**config.mk**
```make
export PLATFORM = sky130hd
export DESIGN_NAME = id_ex_stage
export DESIGN_NICKNAME = d
export VERILOG_FILES = /design/src/rtl/id_ex_stage.sv
export SDC_FILE = /design/constraint.sdc
export NUM_CORES = 1
export LEC_CHECK = 0
export BUFFER_PORTS_ARGS = -buffer_cell sky130_fd_sc_hd__buf_2
export CAP_MARGIN = 25
export CORE_AREA = 2 2 254 256
export DETAILED_ROUTE_END_ITERATION = 10
export DIE_AREA = 0 0 256 258
export PLACE_DENSITY = 0.48
export SKIP_LAST_GASP = 1
export SLEW_MARGIN = 20
export SYNTH_ARGS = -nofsm -noshare
export SYNTH_HDL_FRONTEND = slang
export SYNTH_SLANG_ARGS = --single-unit
```
**constraint.sdc**
```tcl
create_clock -name clk -period 2.9 [get_ports clk]
set_input_delay 0.58 -clock clk [delete_from_list [all_inputs] [get_ports clk]]
set_output_delay 0.58 -clock clk [all_outputs]
set_load 0.1 [all_outputs]
```
**src/rtl/id_ex_stage.sv**
```systemverilog
// id_ex_stage: ID/EX pipeline register with load-use bubble, flush squash, hold and writeback patch
module id_ex_stage #(
   parameter int XLEN   = 64,
   parameter int CTRL_W = 8,
   parameter int CNT_W  = 16
) (
   input  logic              clk,
   input  logic              rst_n,
   input  logic              id_valid,
   input  logic [XLEN-1:0]   id_pc,
   input  logic [4:0]        id_rs1,
   input  logic [4:0]        id_rs2,
   input  logic              id_use_rs1,
   input  logic              id_use_rs2,
   input  logic [4:0]        id_rd,
   input  logic [XLEN-1:0]   id_rdata1,
   input  logic [XLEN-1:0]   id_rdata2,
   input  logic [XLEN-1:0]   id_imm,
   input  logic [CTRL_W-1:0] id_ctrl,
   input  logic              id_mem_read,
   input  logic              id_reg_write,
   input  logic              flush_i,
   input  logic              hold_i,
   input  logic              wb_reg_write,
   input  logic [4:0]        wb_rd,
   input  logic [XLEN-1:0]   wb_data,
   output logic              ex_valid,
   output logic [XLEN-1:0]   ex_pc,
   output logic [4:0]        ex_rs1,
   output logic [4:0]        ex_rs2,
   output logic [4:0]        ex_rd,
   output logic [XLEN-1:0]   ex_rdata1,
   output logic [XLEN-1:0]   ex_rdata2,
   output logic [XLEN-1:0]   ex_imm,
   output logic [CTRL_W-1:0] ex_ctrl,
   output logic              ex_mem_read,
   output logic              ex_reg_write,
   output logic              stall_o,
   output logic [CNT_W-1:0]  bubble_cnt
);
   logic load_use, ld, take, patch, bubble;
   assign load_use = id_valid & ex_valid & ex_mem_read & (ex_rd != 5'd0) &
                     ((id_use_rs1 & (id_rs1 == ex_rd)) | (id_use_rs2 & (id_rs2 == ex_rd)));
   assign stall_o  = (load_use | hold_i) & ~flush_i;
   assign ld       = flush_i | (~hold_i & ~load_use);
   assign take     = ~flush_i & ~hold_i & ~load_use & id_valid;
   assign patch    = wb_reg_write & (wb_rd != 5'd0);
   assign bubble   = load_use & ~hold_i & ~flush_i;
   // Datapath fields: load from ID on flush or normal advance, patch from writeback while holding
   always_ff @(posedge clk or negedge rst_n) begin
      if (!rst_n) begin
         ex_pc     <= '0;
         ex_rs1    <= '0;
         ex_rs2    <= '0;
         ex_rd     <= '0;
         ex_rdata1 <= '0;
         ex_rdata2 <= '0;
         ex_imm    <= '0;
      end else if (ld) begin
         ex_pc     <= id_pc;
         ex_rs1    <= id_rs1;
         ex_rs2    <= id_rs2;
         ex_rd     <= id_rd;
         ex_rdata1 <= id_rdata1;
         ex_rdata2 <= id_rdata2;
         ex_imm    <= id_imm;
      end else if (hold_i) begin
         if (patch && wb_rd == ex_rs1) ex_rdata1 <= wb_data;
         if (patch && wb_rd == ex_rs2) ex_rdata2 <= wb_data;
      end
   end
   // Control fields: cleared by flush, bubble or invalid ID; frozen while holding
   always_ff @(posedge clk or negedge rst_n) begin
      if (!rst_n) begin
         ex_valid     <= 1'b0;
         ex_mem_read  <= 1'b0;
         ex_reg_write <= 1'b0;
         ex_ctrl      <= '0;
      end else if (flush_i || !hold_i) begin
         ex_valid     <= take;
         ex_mem_read  <= take & id_mem_read;
         ex_reg_write <= take & id_reg_write;
         ex_ctrl      <= take ? id_ctrl : '0;
      end
   end
   // Saturating count of inserted load-use bubbles
   always_ff @(posedge clk or negedge rst_n) begin
      if (!rst_n) bubble_cnt <= '0;
      else if (bubble && !(&bubble_cnt)) bubble_cnt <= bubble_cnt + 1'b1;
   end
endmodule

```
==> metrics, run 1 <==
cells along the critical path=or4_4, o2111ai_4, nor2_4, a21oi_4, buf_12, clkinvlp_4, buf_12; routed vias/inst=roughly 4.0; NumNets Final=1917; GRT Util Overall=between 10% and 20%; FF-to-FF Start=ex_rd[2]; net switching power=just over 5000 µW; worst-margin pin slew=approximately 770 ps; post-synthesis sequential area ratio=57.0%; CP Max Fanout=2; area grow syn2layout=44.4%; Final setup viols=1; most common cell in the netlist=mux2_2; Initial Util=20.5%; async set-reset flop share out of synthesis=100%; H-tree depth=2; Yosys reg bits=298; Slew Limit Fails=0; initial antenna violation count=7; via count of the first global-routing pass=10809; chip height=258 µm; Final HPWL DP=roughly 34000 µm; HP Class=input port to asynchronous set/reset pin; WL per Instance=17.8 µm; Worst slew margin=around 50%; Worst Setup Start Kind=flop; TNS Setup=-104 ps; CTS tree=yes; Clock Sinks=between 200 and 300; CP max stage cell=or4_4; clk_lat worst skew=around 530 ps; first-pass GRT wire length=around 66000 µm; via count=9850; top cells by count, synth=321 x mux2_2, 298 x dfrtp_1, 79 x mux2_1; Placer Congestion=0.890; Port Buffers=656; Worst Path Required=2320 ps; Setup crit start=ex_rd[2]; peak supply drop=0.000421 V; critical path class=flop to output port; Clock Root Buffer=clkbuf_16; Iter 0 DRT Violations=around 380; PwrDens=a little under 700 nW/µm²; Worst EP arrival=between 2000 and 2500 ps; Max-cap violations=0; Final WS setup=-104 ps; synth top area cells=dfrtp_1 57%, mux2_2 28%, mux2_1 6.8%; failing checks=setup timing; Remaining DRCs=0; Combinational Power Share=30.3%; DRT Wirelength=43400 µm; drt first pass iters=6; EDFF count, synth=0; IO Pins=about 660; power share of the clock group=34.0%; largest net degree at the start of global routing=~80; # hold bufs at CTS=0; Max Clock Skew=about 11 ps; max incr delay on CP=approximately 570 ps; Die ar.=~66000 µm²; Synth Flop Type=dfrtp_1; antenna viol nets, final=0; synthesized cell area=between 10000 and 15000 µm²; # fillers=~6700; grt ovf=0; CTS max path bufs=3; grt met1 use=roughly 14%; syn nets=1218; Final Hold Fails=0; CTS Buf Count=36; Peak Freq=between 0.3 and 0.4 GHz; core area=approximately 64000 µm²; largest area contributor in the netlist=dfrtp_1; Post-Layout Cell Count=around 2400; Avg Cell Area, Syn=roughly 15 µm²; CP endpoint kind=output port; Pint=roughly 8000 µW; post-synthesis cell type count=35; clock transition at the registers of the reported paths=60 ps; M2 GR Usage=about 22%; RSZ-0062 raised after global routing=true; outcome=finished, violations left; Pleak=approximately 0.009 µW; layout cells sized above 1=between 60% and 70%; cells after synthesis=roughly 860; switching portion of total power=38.7%; Core Rows=93; Die X=about 260 µm; Inst Count DP=2369; GRT busiest layer=met2; fin crit share=104%; synth warn=0; met3 Track Usage GR=under 10%; part of the power in registers=between 30% and 40%; r2r setup slk=140 ps; Min Clock Period, post-route=roughly 3000 ps; Yosys top cell area share=57.0%; CP most frequent cell=buf_12
kinds of logic (layout without fill, tap and decap cells):
family	after synthesis	in the layout	synth area share (%)
compound gates	24	24	1.54
xor+xnor	33	33	2.21
fa+ha+maj	1	1	0.0957
buf+inv	49	772	2.45
flops	298	298	57.0
mux	400	400	34.4
other cells	0	2	0
simple gates	54	54	2.23
what timing repair did:
item	4_1_cts	5_1_grt
setup endpoints to repair	1	97
setup buffers	5	1
pin swaps	3	3
resized for setup	2	1
power groups by stage:
stage / registers (µW) / logic (µW) / clock network [µW]
5_1_grt: 4720 / 4110 / 4790
3_5_place_dp: 4750 / 3990 / 0
2_1_floorplan: 7160 / 611 / 0
3_3_place_gp: 4740 / 3970 / 0
4_1_cts: 4680 / 4000 / 4630
6_report: 4680 / 3960 / 4440
cells in the final DEF (no fill, tap or decap), drive strengths merged, types with 2 or more instances in the layout:
master / n
dfrtp: 298
xor2: 6
nand3: 8
buf: 706
diode: 2
a21oi: 4
bufinv: 2
nor4: 3
nand2: 12
mux2: 400
xnor2: 27
a31oi: 2
nand4: 13
clkbuf: 54
inv: 5
a41oi: 2
nor3: 4
a22o: 10
clkinv: 4
nor2: 4
and3: 3
area by class of cell:
class                           instances  area (µm²)  area share (%)
Antenna cell                            2        5.00          0.0265
Clock buffer                           54        1050            5.56
Clock inverter                          8        97.6           0.517
Inverter                                4        18.8          0.0994
Tap cell                              855        1070            5.66
Sequential cell                       298        7470            39.5
Multi-Input combinational cell        512        5330            28.2
Timing Repair Buffer                  706        3850            20.4
per-layer routing:
| layer | wire [µm] | part of all wire, % | vias up |
|---|---|---|---|
| li1 | - | - | 4518 |
| met1 | 16900 | 39 | 4809 |
| met2 | 21800 | 50 | 454 |
| met3 | 3590 | 8.3 | 69 |
| met4 | 1190 | 2.7 | 0 |
| met5 | 0 | 0 | - |
metrics by stage:
stage	power [µW]	instance area (µm²)	hold WS [ps]	worst slack (ps)	util (%)
2_1_floorplan	7780	13100	284	-130	-
3_3_place_gp	8710	17700	462	205	27.8
3_5_place_dp	8740	17700	469	170	27.8
4_1_cts	13300	18900	38.3	-260	29.6
5_1_grt	13600	18900	44.4	-214	29.7
6_report	13100	18900	24.8	-104	29.7
final timing paths:
check,to,cells after the start
max in group asynchronous,ex_rdata2[1],2
min,ex_pc[13],1
max reg2reg,ex_pc[28],9
min in group clk,ex_rdata1[44],2
max,stall_o,7
min reg2reg,ex_pc[12],1
flip-flops by register name (all words and copies together) (netlist names):
signal and flops:
bubble_cnt 16, ex_ctrl 8, ex_imm 64, ex_mem_read 1
ex_pc 64, ex_rd 5, ex_rdata1 64, ex_rdata2 64
ex_reg_write 1, ex_rs1 5, ex_rs2 5, ex_valid 1
critical path, delay by kind of cell (launching register included):
family | cells | cell delay [ps]
AO/OA/AOI/OAI | 2 | 420
buffers and inverters | 3 | 380
flip-flops | 1 | 470
AND/OR/NAND/NOR | 2 | 620
Note: power is estimated with default switching activity, not from simulation.
==> run 2, diff against run 1 <==
--- a/config.mk
+++ b/config.mk
@@ -8,9 +8,10 @@
 export BUFFER_PORTS_ARGS = -buffer_cell sky130_fd_sc_hd__buf_2
 export CAP_MARGIN = 25
 export CORE_AREA = 2 2 254 256
+export CTS_CLUSTER_SIZE = 30
 export DETAILED_ROUTE_END_ITERATION = 10
 export DIE_AREA = 0 0 256 258
-export PLACE_DENSITY = 0.48
+export PLACE_DENSITY = 0.49
 export SKIP_LAST_GASP = 1
 export SLEW_MARGIN = 20
 export SYNTH_ARGS = -nofsm -noshare
==> run 2 against run 1 <==
The flow still finishes with violations (setup timing). Cell area rose by 0.62%. Clock power rose by 4%. Register-to-register slack barely moved. Sequential power barely moved. Non-clock buffer count fell by 3. Power rose by 1.6%. Die area did not move. Flip-flop and latch count did not move. Core utilization rose by 0.18 points. Sequential share of layout area fell by 0.24 points. Routed wire length rose by 3.7%. First-iteration DRC count fell by 21%.
==> metrics, run 2 (synthesized netlist as in run 1, its figures left out) <==
RSZ-0062 raised after global routing=true; layout cells sized above 1=69.0%; first-pass GRT wire length=67100 µm; worst setup path endpoint=stall_o; Die ar.=66000 µm²; GRT Util Overall=13.3%; worst-margin pin slew=just over 700 ps; HP Class=input port to flop; critical path class=flop to output port; failing checks=setup timing; Min Clock Period, post-route=3070 ps; peak supply drop=about 0.0004 V; Iter 0 DRT Violations=slightly above 300; clk_lat worst skew=between 500 and 600 ps; FF-to-FF Start=ex_rd[2]; Worst EP arrival=between 2000 and 2500 ps; CTS max path bufs=3; Worst Path Required=between 2000 and 2500 ps; Placer Congestion=between 0.9 and 1; Worst Setup Start Kind=flop; DP Area=approximately 18000 µm²; Final Hold Fails=0; WL per Instance=between 15 and 20 µm; outcome=finished, violations left; r2r setup slk=130 ps; NumNets Final=~1900; Port Buffers=~660; Clock Sinks=approximately 300; area grow syn2layout=45.3%; initial antenna violation count=10; CTS Buf Count=37; antenna viol nets, final=0; most frequent cells in the layout=654 x buf_2, 321 x mux2_2, 293 x dfrtp_1; Core Rows=93; IO Pins=around 660; routed vias/inst=around 4; Final Cell Area=between 15000 and 20000 µm²; Peak Freq=between 0.3 and 0.4 GHz; Pleak=0.00897 µW; H-tree depth=2; Max Clock Skew=around 14 ps; # fillers=6672; Reg-to-Reg End=ex_rdata2[5]; reg2reg path depth=9; DRT Wirelength=about 45000 µm; Clock Root Buffer=clkbuf_16; Final setup viols=1; fin crit share=106%; chip height=~260 µm; Initial Util=20.5%; CP endpoint kind=output port; via count=roughly 10000; largest net degree at the start of global routing=80; Max-cap violations=0; CTS tree=yes; most common cell after layout, fill and taps aside=buf_2; PwrDens=between 600 and 700 nW/µm²; Final WS setup=-165 ps; via count of the first global-routing pass=10842; Worst slew margin=51.9%; drt first pass iters=4; Setup Slack @ Placement=137 ps; CP Max Fanout=2; grt ovf=0; overall power=between 10000 and 15000 µW; Remaining DRCs=0; Final HPWL DP=between 30000 and 40000 µm; Setup crit start=ex_rd[2]; core area=63600 µm²; Die X=256 µm; Slew Limit Fails=0; clock transition at the registers of the reported paths=around 60 ps
==> run 2: changes by cell type in the layout (fill, tap and decap cells not counted) <==
cell           delta
buf_12            +4
dlygate4sd3_1     +1
clkinv_2          -1
clkbuf_8          +5
bufinv_16         -1
nor2_4            -1
nor2_2            +1
inv_6             -1
clkbuf_16         +2
clkinvlp_4        +3
clkinv_4          +1
clkbuf_1          -4
buf_4             -8
==> run 2: per-layer routing <==
layer  GRT usage [%]  part of all wire (%)  vias up
li1                -                     -     4517
met4            4.95                   3.1        8
met1            14.3                    37     4892
met3            4.81                   8.7       76
met5               0                 0.089        -
met2            23.7                    51      469
==> run 2: layout make-up <==
| class | count | area, µm² | share of cell area, % |
|---|---|---|---|
| Tap cell | 855 | 1070 | 5.63 |
| Timing Repair Buffer | 703 | 3880 | 20.4 |
| Clock buffer | 57 | 1150 | 6.07 |
| Multi-Input combinational cell | 512 | 5330 | 28.0 |
| Sequential cell | 298 | 7470 | 39.3 |
| Clock inverter | 9 | 85.1 | 0.448 |
| Inverter | 4 | 18.8 | 0.0988 |
| Antenna cell | 2 | 5.00 | 0.0263 |
==> run 2: worst min-delay path by stage <==
| stage | end | slack, ps | startpoint | cells past startpoint |
|---|---|---|---|---|
| floorplan | bubble_cnt[0] | 280 | rst_n | 0 |
| global placement | ex_pc[1] | 460 | ex_pc[1] | 1 |
| detailed placement | ex_pc[0] | 470 | ex_pc[0] | 1 |
| CTS | ex_rd[3] | 210 | id_rd[3] | 2 |
| global route | ex_pc[5] | 220 | id_pc[5] | 2 |
| finish | ex_rd[3] | 250 | id_rd[3] | 2 |
==> run 2: stage by stage <==
step | hold WS [ps] | instances | TNS [ps] | utilization [%]
2_1_floorplan | 284 | 859 | -130 | -
3_3_place_gp | 463 | 2367 | 0 | 27.8
3_5_place_dp | 474 | 2367 | 0 | 27.8
4_1_cts | 206 | 2438 | -290 | 29.8
5_1_grt | 219 | 2440 | -278 | 29.9
6_report | 253 | 2440 | -165 | 29.9
==> run 2: repair_timing <==
action                                  4_1_cts  5_1_grt
gates resized for setup                       6        0
buffers inserted                              4        0
pin swaps                                     3        3
endpoints found under the setup margin        1       58
hold buffers                                  1        0
endpoints found under the hold margin         1        0
==> run 2: critical path, stage by stage, from the launching register on <==
cell	delay, ps
dfrtp_4	470
or4_4	560
o2111ai_4	220
nor2_2	70
a21oi_4	190
buf_12	130
clkinvlp_4	110
buf_12	180
==> run 2: power by group <==
part	internal (µW)	switching (µW)
Combinational	863	3120
Clock	2830	1810
Sequential	4490	183
Total	8180	5100
==> run 3, diff against run 2 <==
--- a/config.mk
+++ b/config.mk
@@ -5,13 +5,13 @@
 export SDC_FILE = /design/constraint.sdc
 export NUM_CORES = 1
 export LEC_CHECK = 0
+export ABC_AREA = 1
 export BUFFER_PORTS_ARGS = -buffer_cell sky130_fd_sc_hd__buf_2
 export CAP_MARGIN = 25
-export CORE_AREA = 2 2 254 256
+export CORE_AREA = 2 2 258 260
 export CTS_CLUSTER_SIZE = 30
 export DETAILED_ROUTE_END_ITERATION = 10
-export DIE_AREA = 0 0 256 258
-export PLACE_DENSITY = 0.49
+export DIE_AREA = 0 0 260 262
 export SKIP_LAST_GASP = 1
 export SLEW_MARGIN = 20
 export SYNTH_ARGS = -nofsm -noshare
==> run 3 against run 2 <==
The run now ends clean. Flip-flop and latch count unchanged. Hold slack improved by 15 ps. Die area is 3.1% higher. Worst setup slack gained 440 ps. Global-route usage rose by 3.4 points. Fmax is 17% higher. Sequential share of layout area is 0.098 points lower. Register-to-register slack improved by 460 ps. Non-clock buffer count shrank 3. Synthesized cell count up 85%. Clock-buffer cell count down 6. Sequential power hardly changed. Critical path type unchanged. Critical endpoint unchanged. Largest cell class unchanged. Largest power group unchanged. Highest routed layer unchanged.
==> metrics, run 3 <==
power share of the clock group=34.6%; most frequent cells in the layout=658 x nand3_1, 654 x buf_2, 351 x nand2_1; # fillers=about 7000; clk_lat worst skew=between 500 and 600 ps; largest area contributor in the netlist=dfrtp_1; H-tree depth=2; critical path class=flop to output port; most common cell after layout, fill and taps aside=nand3_1; via count of the first global-routing pass=~14000; Worst slew margin=between 40% and 50%; Max-cap violations=0; area grow syn2layout=41.0%; post-synthesis sequential area ratio=55.3%; Peak Freq=between 0.3 and 0.4 GHz; DRT Wirelength=about 60000 µm; Yosys top cell area share=55.3%; RSZ-0062 raised after global routing=false; Setup crit start=ex_rd[4]; Pint=7840 µW; peak supply drop=approximately 0.00040 V; Reg-to-Reg End=ex_rdata1[21]; synthesized cell area=around 13000 µm²; switching portion of total power=around two fifths; Avg Cell Area, Syn=around 8.5 µm²; grt ovf=0; overall power=between 10000 and 15000 µW; CP endpoint kind=output port; CTS max path bufs=3; drt first pass iters=6; WL per Instance=around 19 µm; Worst Path Required=2320 ps; WHS=268 ps; Worst Setup Start Kind=flop; Port Buffers=656; worst setup path endpoint=stall_o; Initial Util=around a fifth; chip height=between 200 and 300 µm; Final Hold Fails=0; GRT Util Overall=16.6%; Combinational Power Share=~30%; Placer Congestion=around 0.86; final core area utilization=between 20 and 30%; antenna viol nets, final=0; FF-to-FF Start=ex_rd[2]; clock transition at the registers of the reported paths=~60 ps; IO Pins=657; worst-margin pin slew=868 ps; reg2reg path depth=10; cells after synthesis=between 1500 and 2000; Clock Root Buffer=clkbuf_16; syn nets=about 1900; synth top area cells=dfrtp_1 55%, nand3_1 24%, nand2_1 9.8%; Worst EP arrival=between 2000 and 2500 ps; Final HPWL DP=44300 µm; Final setup viols=0; r2r setup slk=just under 600 ps; NumNets Final=around 2600; outcome=finished clean; first-pass GRT wire length=around 86000 µm; Yosys reg bits=around 300; synth warn=0; routed vias/inst=between 4 and 5; PwrDens=695 nW/µm²; HP Class=input port to flop; Final Cell Area=about 19000 µm²; net switching power=about 5400 µW; Max Clock Skew=18.1 ps; DP Area=between 15000 and 20000 µm²; Remaining DRCs=0; layout cells sized above 1=between 30 and 40%; Min Clock Period, post-route=around 2600 ps; Clock Sinks=a little under 300; CP Max Fanout=5; part of the power in registers=a little over a third; Pleak=slightly below 0.01 µW; post-synthesis cell type count=25; CTS tree=yes; fin crit share=between 90% and 100%; CTS Buf Count=37; most common cell in the netlist=nand3_1; via count=between 10000 and 15000; Core Rows=94; EDFF count, synth=0; Slew Limit Fails=0; Iter 0 DRT Violations=~1100; TNS Setup=0 ps; top cells by count, synth=658 x nand3_1, 353 x nand2_1, 298 x dfrtp_1; initial antenna violation count=18; Die ar.=roughly 68000 µm²; Die X=260 µm; largest net degree at the start of global routing=~130; async set-reset flop share out of synthesis=100%; Synth Flop Type=dfrtp_1; core area=~65000 µm²
==> run 3: changes by cell type after synthesis, moves of 14 or more <==
| cell | previous run | this run |
|---|---|---|
| xnor2_1 | 27 | 9 |
| mux2_2 | 321 | 0 |
| buf_1 | 0 | 14 |
| nand2_1 | 12 | 353 |
| mux2_1 | 79 | 0 |
| inv_1 | 4 | 40 |
| clkbuf_1 | 3 | 67 |
| o21ai_0 | 0 | 23 |
| nand3_1 | 8 | 658 |
| nor2_1 | 4 | 26 |
==> run 3: worst min-delay path by stage <==
| stage | startpoint | to | slack (ps) | depth (start not counted) |
|---|---|---|---|---|
| after floorplan | rst_n | bubble_cnt[0] | 280 | 0 |
| after global placement | ex_imm[37] | ex_imm[37] | 450 | 2 |
| after detailed placement | ex_imm[52] | ex_imm[52] | 450 | 2 |
| after CTS | id_imm[52] | ex_imm[52] | 220 | 3 |
| after global routing | id_imm[51] | ex_imm[51] | 240 | 3 |
| final | id_imm[52] | ex_imm[52] | 270 | 3 |
==> run 3: routing by layer <==
metal	GRT usage [%]	vias up	wire length, µm	share of wire [%]
met2	26.2	626	27500	46
met1	20.5	6752	23800	40
met5	0	-	64	0.11
met3	5.93	102	6240	10
met4	7.26	12	2090	3.5
li1	-	6592	-	-
==> run 3: power groups by stage <==
stage                     Combinational, µW  Clock [µW]  Sequential, µW
after floorplan                         555           0            7140
after global routing                   4130        4890            4730
final                                  3950        4570            4700
after CTS                              3980        4740            4700
after detailed placement               3980           0            4760
after global placement                 3960           0            4760
==> run 3: through the flow <==
step           worst slack [ps]  instances
3_5_place_dp                296       3017
4_1_cts                    11.9       3081
6_report                    279       3092
2_1_floorplan              63.5       1588
5_1_grt                     131       3087
3_3_place_gp                330       3017
==> run 3: final cells by class <==
type	count	area, µm²	share of cell area, %
multi-input combinational	1111	5240	27.5
antenna	10	25.0	0.132
clock inverter	12	125	0.658
inverter	46	173	0.907
tap	864	1080	5.68
timing repair buffer	700	3890	20.4
clock buffer	51	1040	5.46
sequential	298	7460	39.2
==> run 3: repair_timing <==
item | 4_1_cts | 5_1_grt
pin swaps | 0 | 0
resized for setup | 3 | 2
setup buffers | 0 | 1
cloned | 0 | 0
hold buffers | 1 | 0
hold endpoints to repair | 38 | 0
setup endpoints to repair | 1 | 1
==> run 3: worst max-delay path, stage by stage (launching register included) <==
cell	delay, ps
dfrtp_2	460
inv_2	100
nand2_1	70
nand2_1	60
nor2_2	160
nand3_1	90
nand2_1	130
nand3_4	110
nand2_8	120
buf_12	180
==> run 3: cells by family (layout without fill, tap and decap cells) <==
logic type	Yosys count	count (layout)	synth area share, %
adders and majority gates	1	1	0.0927
DFF	298	298	55.3
xor gates and xnor gates	22	22	1.43
other	0	10	0
and+or+nand+nor	1054	1054	35.8
buffers and inverters	179	809	6.18
AOI/OAI and AO/OA	34	34	1.27
